`src/rtl/rv_decode_stage.sv`:
```
// RV32I decode stage: combinational decode into a registered 2-entry skid buffer.
// Optional custom-0 GEMM command decode is enabled by defining RV_DECODE_GEMM_EN.
module rv_decode_stage #(
  parameter int unsigned PC_W           = 32,
  parameter int unsigned CNT_W          = 16,
  parameter bit          ILLEGAL_AS_NOP = 1'b1
) (
  input  logic             clk,
  input  logic             rst_n,
  input  logic             flush,
  input  logic             in_valid,
  output logic             in_ready,
  input  logic [31:0]      in_instr,
  input  logic [PC_W-1:0]  in_pc,
  output logic             out_valid,
  input  logic             out_ready,
  output logic [PC_W-1:0]  out_pc,
  output logic [3:0]       alu_con,
  output logic             reg_wr,
  output logic             mem_read,
  output logic             mem_write,
  output logic             alu_mux_1,
  output logic             alu_mux_2,
  output logic             pc_jump_mux,
  output logic [1:0]       wr_bck_mux,
  output logic [2:0]       sign_extend,
  output logic [2:0]       func3_to_mem,
  output logic [2:0]       branch_type,
  output logic [4:0]       rd,
  output logic [4:0]       rs1,
  output logic [4:0]       rs2,
  output logic [31:0]      imm,
  output logic             illegal,
`ifdef RV_DECODE_GEMM_EN
  output logic             gemm_cmd,
`endif
  output logic [CNT_W-1:0] decode_cnt
);

  localparam logic [6:0] OP_R      = 7'b0110011;
  localparam logic [6:0] OP_IALU   = 7'b0010011;
  localparam logic [6:0] OP_LOAD   = 7'b0000011;
  localparam logic [6:0] OP_STORE  = 7'b0100011;
  localparam logic [6:0] OP_BRANCH = 7'b1100011;
  localparam logic [6:0] OP_LUI    = 7'b0110111;
  localparam logic [6:0] OP_AUIPC  = 7'b0010111;
  localparam logic [6:0] OP_JAL    = 7'b1101111;
  localparam logic [6:0] OP_JALR   = 7'b1100111;
`ifdef RV_DECODE_GEMM_EN
  localparam logic [6:0] OP_GEMM   = 7'b0001011;
`endif

  typedef struct packed {
    logic [PC_W-1:0] pc;
    logic [3:0]      alu_con;
    logic            reg_wr;
    logic            mem_read;
    logic            mem_write;
    logic            alu_mux_1;
    logic            alu_mux_2;
    logic            pc_jump_mux;
    logic [1:0]      wr_bck_mux;
    logic [2:0]      sign_extend;
    logic [2:0]      func3_to_mem;
    logic [2:0]      branch_type;
    logic [4:0]      rd;
    logic [4:0]      rs1;
    logic [4:0]      rs2;
    logic [31:0]     imm;
    logic            illegal;
`ifdef RV_DECODE_GEMM_EN
    logic            gemm_cmd;
`endif
  } entry_t;

  entry_t           dec;
  entry_t           ent_q [2];
  entry_t           ent_d [2];
  logic [1:0]       cnt_q, cnt_d;
  logic             in_ready_q, in_ready_d;
  logic             out_valid_q, out_valid_d;
  logic [CNT_W-1:0] decode_cnt_q, decode_cnt_d;
  logic             push, pop, wr_idx;

  logic [2:0] f3;
  assign f3 = in_instr[14:12];

  // Instruction decode; LUI/AUIPC/JAL/JALR take the immediate on ALU B.
  always_comb begin
    dec              = '0;
    dec.pc           = in_pc;
    dec.func3_to_mem = f3;
    dec.branch_type  = 3'b010;
    dec.rd           = in_instr[11:7];
    dec.rs1          = in_instr[19:15];
    dec.rs2          = in_instr[24:20];
    case (in_instr[6:0])
      OP_R: begin
        dec.alu_con = {in_instr[30], f3};
        dec.reg_wr  = 1'b1;
      end
      OP_IALU: begin
        dec.alu_con   = {(f3 == 3'b101) ? in_instr[30] : 1'b0, f3};
        dec.reg_wr    = 1'b1;
        dec.alu_mux_2 = 1'b1;
      end
      OP_LOAD: begin
        dec.reg_wr     = 1'b1;
        dec.mem_read   = 1'b1;
        dec.wr_bck_mux = 2'd1;
        dec.alu_mux_2  = 1'b1;
      end
      OP_STORE: begin
        dec.mem_write   = 1'b1;
        dec.sign_extend = 3'd1;
        dec.alu_mux_2   = 1'b1;
      end
      OP_BRANCH: begin
        dec.branch_type = f3;
        dec.alu_mux_1   = 1'b1;
        dec.alu_mux_2   = 1'b1;
        dec.sign_extend = 3'd2;
        dec.illegal     = (f3 == 3'b010) || (f3 == 3'b011);
      end
      OP_LUI: begin
        dec.alu_con     = 4'b1111;
        dec.reg_wr      = 1'b1;
        dec.alu_mux_2   = 1'b1;
        dec.sign_extend = 3'd3;
      end
      OP_AUIPC: begin
        dec.reg_wr      = 1'b1;
        dec.alu_mux_1   = 1'b1;
        dec.alu_mux_2   = 1'b1;
        dec.sign_extend = 3'd3;
      end
      OP_JAL: begin
        dec.reg_wr      = 1'b1;
        dec.pc_jump_mux = 1'b1;
        dec.alu_mux_1   = 1'b1;
        dec.alu_mux_2   = 1'b1;
        dec.wr_bck_mux  = 2'd2;
        dec.sign_extend = 3'd4;
      end
      OP_JALR: begin
        dec.reg_wr      = 1'b1;
        dec.pc_jump_mux = 1'b1;
        dec.alu_mux_2   = 1'b1;
        dec.wr_bck_mux  = 2'd2;
        dec.illegal     = (f3 != 3'b000);
      end
`ifdef RV_DECODE_GEMM_EN
      OP_GEMM: dec.gemm_cmd = 1'b1;
`endif
      default: dec.illegal = 1'b1;
    endcase
    case (dec.sign_extend)
      3'd1:    dec.imm = {{20{in_instr[31]}}, in_instr[31:25], in_instr[11:7]};
      3'd2:    dec.imm = {{19{in_instr[31]}}, in_instr[31], in_instr[7],
                          in_instr[30:25], in_instr[11:8], 1'b0};
      3'd3:    dec.imm = {in_instr[31:12], 12'd0};
      3'd4:    dec.imm = {{11{in_instr[31]}}, in_instr[31], in_instr[19:12],
                          in_instr[20], in_instr[30:21], 1'b0};
      default: dec.imm = {{20{in_instr[31]}}, in_instr[31:20]};
    endcase
    if (ILLEGAL_AS_NOP && dec.illegal) begin
      dec.reg_wr    = 1'b0;
      dec.mem_read  = 1'b0;
      dec.mem_write = 1'b0;
    end
  end

  assign push = in_valid & in_ready_q & ~flush;
  assign pop  = out_valid_q & out_ready;

  // Shift-register buffer: head at entry 0, new word lands behind the survivors.
  always_comb begin
    ent_d        = ent_q;
    cnt_d        = cnt_q;
    wr_idx       = pop ? (cnt_q == 2'd2) : (cnt_q == 2'd1);
    decode_cnt_d = decode_cnt_q + CNT_W'(pop);
    if (flush) begin
      cnt_d = 2'd0;
    end else begin
      if (pop) ent_d[0] = ent_q[1];
      if (push) ent_d[wr_idx] = dec;
      case ({push, pop})
        2'b10:   cnt_d = 2'(cnt_q + 2'd1);
        2'b01:   cnt_d = 2'(cnt_q - 2'd1);
        default: cnt_d = cnt_q;
      endcase
    end
    in_ready_d  = (cnt_d != 2'd2);
    out_valid_d = (cnt_d != 2'd0);
  end

  always_ff @(posedge clk or negedge rst_n) begin
    if (!rst_n) begin
      for (int i = 0; i < 2; i++) begin
        ent_q[i]             <= '0;
        ent_q[i].branch_type <= 3'b010;
      end
      cnt_q        <= 2'd0;
      in_ready_q   <= 1'b1;
      out_valid_q  <= 1'b0;
      decode_cnt_q <= '0;
    end else begin
      ent_q        <= ent_d;
      cnt_q        <= cnt_d;
      in_ready_q   <= in_ready_d;
      out_valid_q  <= out_valid_d;
      decode_cnt_q <= decode_cnt_d;
    end
  end

  assign in_ready     = in_ready_q;
  assign out_valid    = out_valid_q;
  assign decode_cnt   = decode_cnt_q;
  assign out_pc       = ent_q[0].pc;
  assign alu_con      = ent_q[0].alu_con;
  assign reg_wr       = ent_q[0].reg_wr;
  assign mem_read     = ent_q[0].mem_read;
  assign mem_write    = ent_q[0].mem_write;
  assign alu_mux_1    = ent_q[0].alu_mux_1;
  assign alu_mux_2    = ent_q[0].alu_mux_2;
  assign pc_jump_mux  = ent_q[0].pc_jump_mux;
  assign wr_bck_mux   = ent_q[0].wr_bck_mux;
  assign sign_extend  = ent_q[0].sign_extend;
  assign func3_to_mem = ent_q[0].func3_to_mem;
  assign branch_type  = ent_q[0].branch_type;
  assign rd           = ent_q[0].rd;
  assign rs1          = ent_q[0].rs1;
  assign rs2          = ent_q[0].rs2;
  assign imm          = ent_q[0].imm;
  assign illegal      = ent_q[0].illegal;
`ifdef RV_DECODE_GEMM_EN
  assign gemm_cmd     = ent_q[0].gemm_cmd;
`endif

endmodule

```
`config.mk`:
```
export PLATFORM = sky130hd
export DESIGN_NAME = rv_decode_stage
export DESIGN_NICKNAME = d
export VERILOG_FILES = /design/src/rtl/rv_decode_stage.sv
export SDC_FILE = /design/constraint.sdc
export NUM_CORES = 1
export LEC_CHECK = 0
export CAP_MARGIN = 5
export CORE_MARGIN = 1.5
export CORE_UTILIZATION = 53
export CTS_CLUSTER_SIZE = 40
export DETAILED_ROUTE_END_ITERATION = 8
export GPL_ROUTABILITY_DRIVEN = 0
export PLACE_DENSITY_LB_ADDON = 0.2
export SYNTH_ARGS = -nofsm -noshare
export SYNTH_HDL_FRONTEND = slang
export SYNTH_SLANG_ARGS = --single-unit
```
`constraint.sdc`:
```
create_clock -name clk -period 2.5 [get_ports clk]
set_clock_uncertainty 0.2 [all_clocks]
set_input_delay 0.5 -clock clk [delete_from_list [all_inputs] [get_ports clk]]
set_output_delay 0.5 -clock clk [all_outputs]
set_load 0.01 [all_outputs]
```
==> impl_table.tex <==
\begin{tabular}{lr}
\hline
Metric & Value \\
\hline
\multicolumn{2}{l}{\textbf{Status}} \\
Outcome & finished clean \\
\multicolumn{2}{l}{\textbf{Placed design}} \\
Cell total after placement & 1276 \\
DP Wirelength & 16100 um \\
Count of input and output buffers & 187 \\
\multicolumn{2}{l}{\textbf{Routing}} \\
Detailed-route wire length per cell & 17.8 um \\
First-iteration detailed-routing DRC count & 443 \\
Total via count in the routed design & 7255 \\
Iteration count of the initial detailed-routing pass & 4 \\
Post-DRT Antenna Nets & 0 \\
Vias per std cell & 5.50 \\
Final routed wirelength across all metal layers & 23600 um \\
Number of DRC violations after detailed routing & 0 \\
\multicolumn{2}{l}{\textbf{Synth}} \\
Largest area contributor in the netlist & dfrtp\_1 \\
Number of nets produced by synthesis & 1002 \\
Synth top area share & 53.5\% \\
Dominant cells by area after synthesis & dfrtp\_1, buf\_4, mux2\_2 \\
Number of synthesized register bits & 222 \\
Number of synthesized flops with an enable pin & 0 \\
Mean instance size in the synthesized netlist & 11.1 um2 \\
Share of synthesized flip-flops with an asynchronous set or reset & 100\% \\
Synth cell types & 53 \\
Netlist area before placement & 10200 um2 \\
Post-synthesis sequential area ratio & 54.3\% \\
Most frequent cell after synthesis & dfrtp\_1 \\
Synth Warn \# & 0 \\
Number of instances in the synthesized netlist & 927 \\
Top flip-flop cell by instance count after synthesis & dfrtp\_1 \\
Most common library cells after synthesis & dfrtp\_1, nand2\_1, buf\_4 \\
\multicolumn{2}{l}{\textbf{Die}} \\
Starting density of the core & 54.4\% \\
Rows & 50 \\
Area of the die & 20200 um2 \\
Core Footprint & 18800 um2 \\
Die Wd & 142 um \\
Die span in y & 142 um \\
I/O pin count & 188 \\
\multicolumn{2}{l}{\textbf{Final layout}} \\
Multi-input gate area in the final layout & 3670 um2 \\
Fin cells & 1320 \\
Final core area utilization & 68.1\% \\
Number of nets in the final layout & 1118 \\
Share of layout cells above drive strength 1 & 15.6\% \\
FF+latch area & 5560 um2 \\
Diodes inserted & 0 \\
Fill cell count & 1425 \\
Layout overhead on the synthesized area & 25.2\% \\
\multicolumn{2}{l}{\textbf{GRT}} \\
Global route total overflow & 0 \\
All-layer global routing usage & 23.6\% \\
First-pass GRT wire length & 38300 um \\
Number of global-route vias before repair & 7272 \\
Initial antenna violation count & 0 \\
Maximum number of pins on one net before global-route repair & 86 \\
\multicolumn{2}{l}{\textbf{Timing}} \\
Max Clock Freq & 441 MHz \\
Final critical path time including I/O delays and setup & 2270 ps \\
Setup violations, final & 0 \\
Share of the clock period used by the worst path & 90.8\% \\
Worst hold margin & 271 ps \\
Final-report max-slew violation count & 0 \\
Worst-margin pin slew & 500 ps \\
Unrepaired setup endpoints after global routing & no \\
Relative slew slack & 66.7\% \\
Final number of hold-violating endpoints & 0 \\
\multicolumn{2}{l}{\textbf{Setup path}} \\
CP bufs+invs & 1 \\
Arrival time at the worst endpoint & 1570 ps \\
Kind of capture point of the worst setup path & output port \\
Critical path's top delay family & flip-flops \\
Worst setup SP type & flip-flop \\
Worst-path cell chain & clkdlybuf4s50\_1 \\
Library cell contributing the largest single delay on the critical path & dfstp\_2 \\
Worst r2r src & cnt\_q[0]\$\_DFF\_PN0\_ \\
Critical setup path kind & flip-flop to output port \\
Maximum fanout count along the critical path & 2 \\
Setup slack, reg-to-reg & 420 ps \\
Max incr delay on CP & 530 ps \\
Worst reg-to-reg path cell count & 8 \\
Endpoint of the worst register-to-register path & out\_pc[31]\$\_DFFE\_PN0N\_ \\
Data required time at the worst endpoint & 1800 ps \\
\multicolumn{2}{l}{\textbf{Clocking}} \\
Clock tree root buffer cell & clkbuf\_16 \\
Maximum count of clock buffers along a single path & 3 \\
CTS H-tree lvls & 1 \\
Number of clock buffers inserted by TritonCTS & 24 \\
Number of sinks on the clock net & 222 \\
CTS tree & yes \\
Later-pin clock latency in the skew report & 510 ps \\
Clock edge transition at the registers on the reported setup and hold paths & 60 ps \\
Post-CTS Repair Setup Buffers & 0 \\
\multicolumn{2}{l}{\textbf{Min path}} \\
Number of instances on the worst hold path & 1 \\
Hold Crit Start & decode\_cnt[15]\$\_DFF\_PN0\_ \\
Type of the most critical hold path & flip-flop to flip-flop \\
Hold path endpoint & decode\_cnt[15]\$\_DFF\_PN0\_ \\
\multicolumn{2}{l}{\textbf{Pwr}} \\
Reported leakage power & 0.00575 uW \\
Cell Pwr Density & 751 nW/um2 \\
Largest voltage drop on the vdd net & 0.000584 V \\
\multicolumn{2}{l}{\textbf{Flow run}} \\
Maximum Capacitance Violations & 0 \\
\hline
\end{tabular}
-- repair_timing --
action | in CTS | in global routing
resized for setup | 0 | 0
hold buffers | 1 | 0
endpoints found under the hold margin | 55 | 0
-- worst max path at each step --
stage                          startpoint            endpoint  slack [ps]  cells after the start
6_report       branch_type[1]$_DFFE_PN1N_      branch_type[1]         230                      1
3_5_place_dp                  in_instr[2]           flip-flop         -60                      7
4_1_cts        branch_type[1]$_DFFE_PN1N_      branch_type[1]         210                      1
2_1_floorplan                   out_ready           flip-flop         480                      6
3_3_place_gp                  in_instr[2]  imm[0]$_DFFE_PN0N_           7                      6
5_1_grt                in_ready$_DFF_PN1_            in_ready         190                      1
-- per-layer routing --
metal | vias up | GRT usage, % | wire [um]
met2 | 211 | 37.7 | 10800
li1 | 3458 | - | -
met4 | 0 | 6.89 | 661
met1 | 3543 | 33.0 | 10700
met5 | - | 0 | 0
met3 | 43 | 4.74 | 1380
-- per-stage QoR --
stage	power [uW]	setup TNS, ps	cell area, um2	setup WS, ps
finish	9620	0	12800	231
global route	10100	0	12800	188
CTS	9720	0	12800	214
detailed placement	6320	-517	12100	-64.2
global placement	6260	0	12100	6.96
floorplan	5600	0	10200	481
-- cells in the final DEF (no fill, tap or decap), types with 5 or more instances in the layout --
cell,instances
clkbuf_16,25
and3_1,41
buf_12,13
o21ai_0,90
buf_4,47
nor2_1,17
xnor2_1,10
dfrtp_1,219
nand2_1,103
clkbuf_1,12
a21oi_1,37
nor2b_1,12
nor3_1,5
a32oi_1,26
mux2i_1,23
a221o_1,42
inv_1,6
ha_1,6
a211oi_1,11
clkdlybuf4s50_1,186
nand3_1,10
mux2_2,55
-- cell families after synthesis --
logic type	count (synthesis)	share of synthesized area [%]
AOI/OAI and AO/OA	225	14.7
xor gates and xnor gates	14	1.20
adders and majority gates	6	0.733
buffers and inverters	164	10.1
DFF	222	54.3
muxes	78	8.29
and+or+nand+nor	218	10.7
-- final cells by class --
cell class / count / share of cell area [%]
repair buffers: 248 / 19.5
clock buffers: 39 / 5.44
flip-flops and latches: 222 / 43.4
well taps: 260 / 2.54
clock inverters: 4 / 0.381
multi-input cells: 541 / 28.6
inverters: 6 / 0.176
-- report_power, final --
group          internal [uW]  switching [uW]
logic                    993             747
clock network           2010            1360
registers               4190             322
total                   7190            2430
No activity file was read; power rests on OpenSTA's default activity.
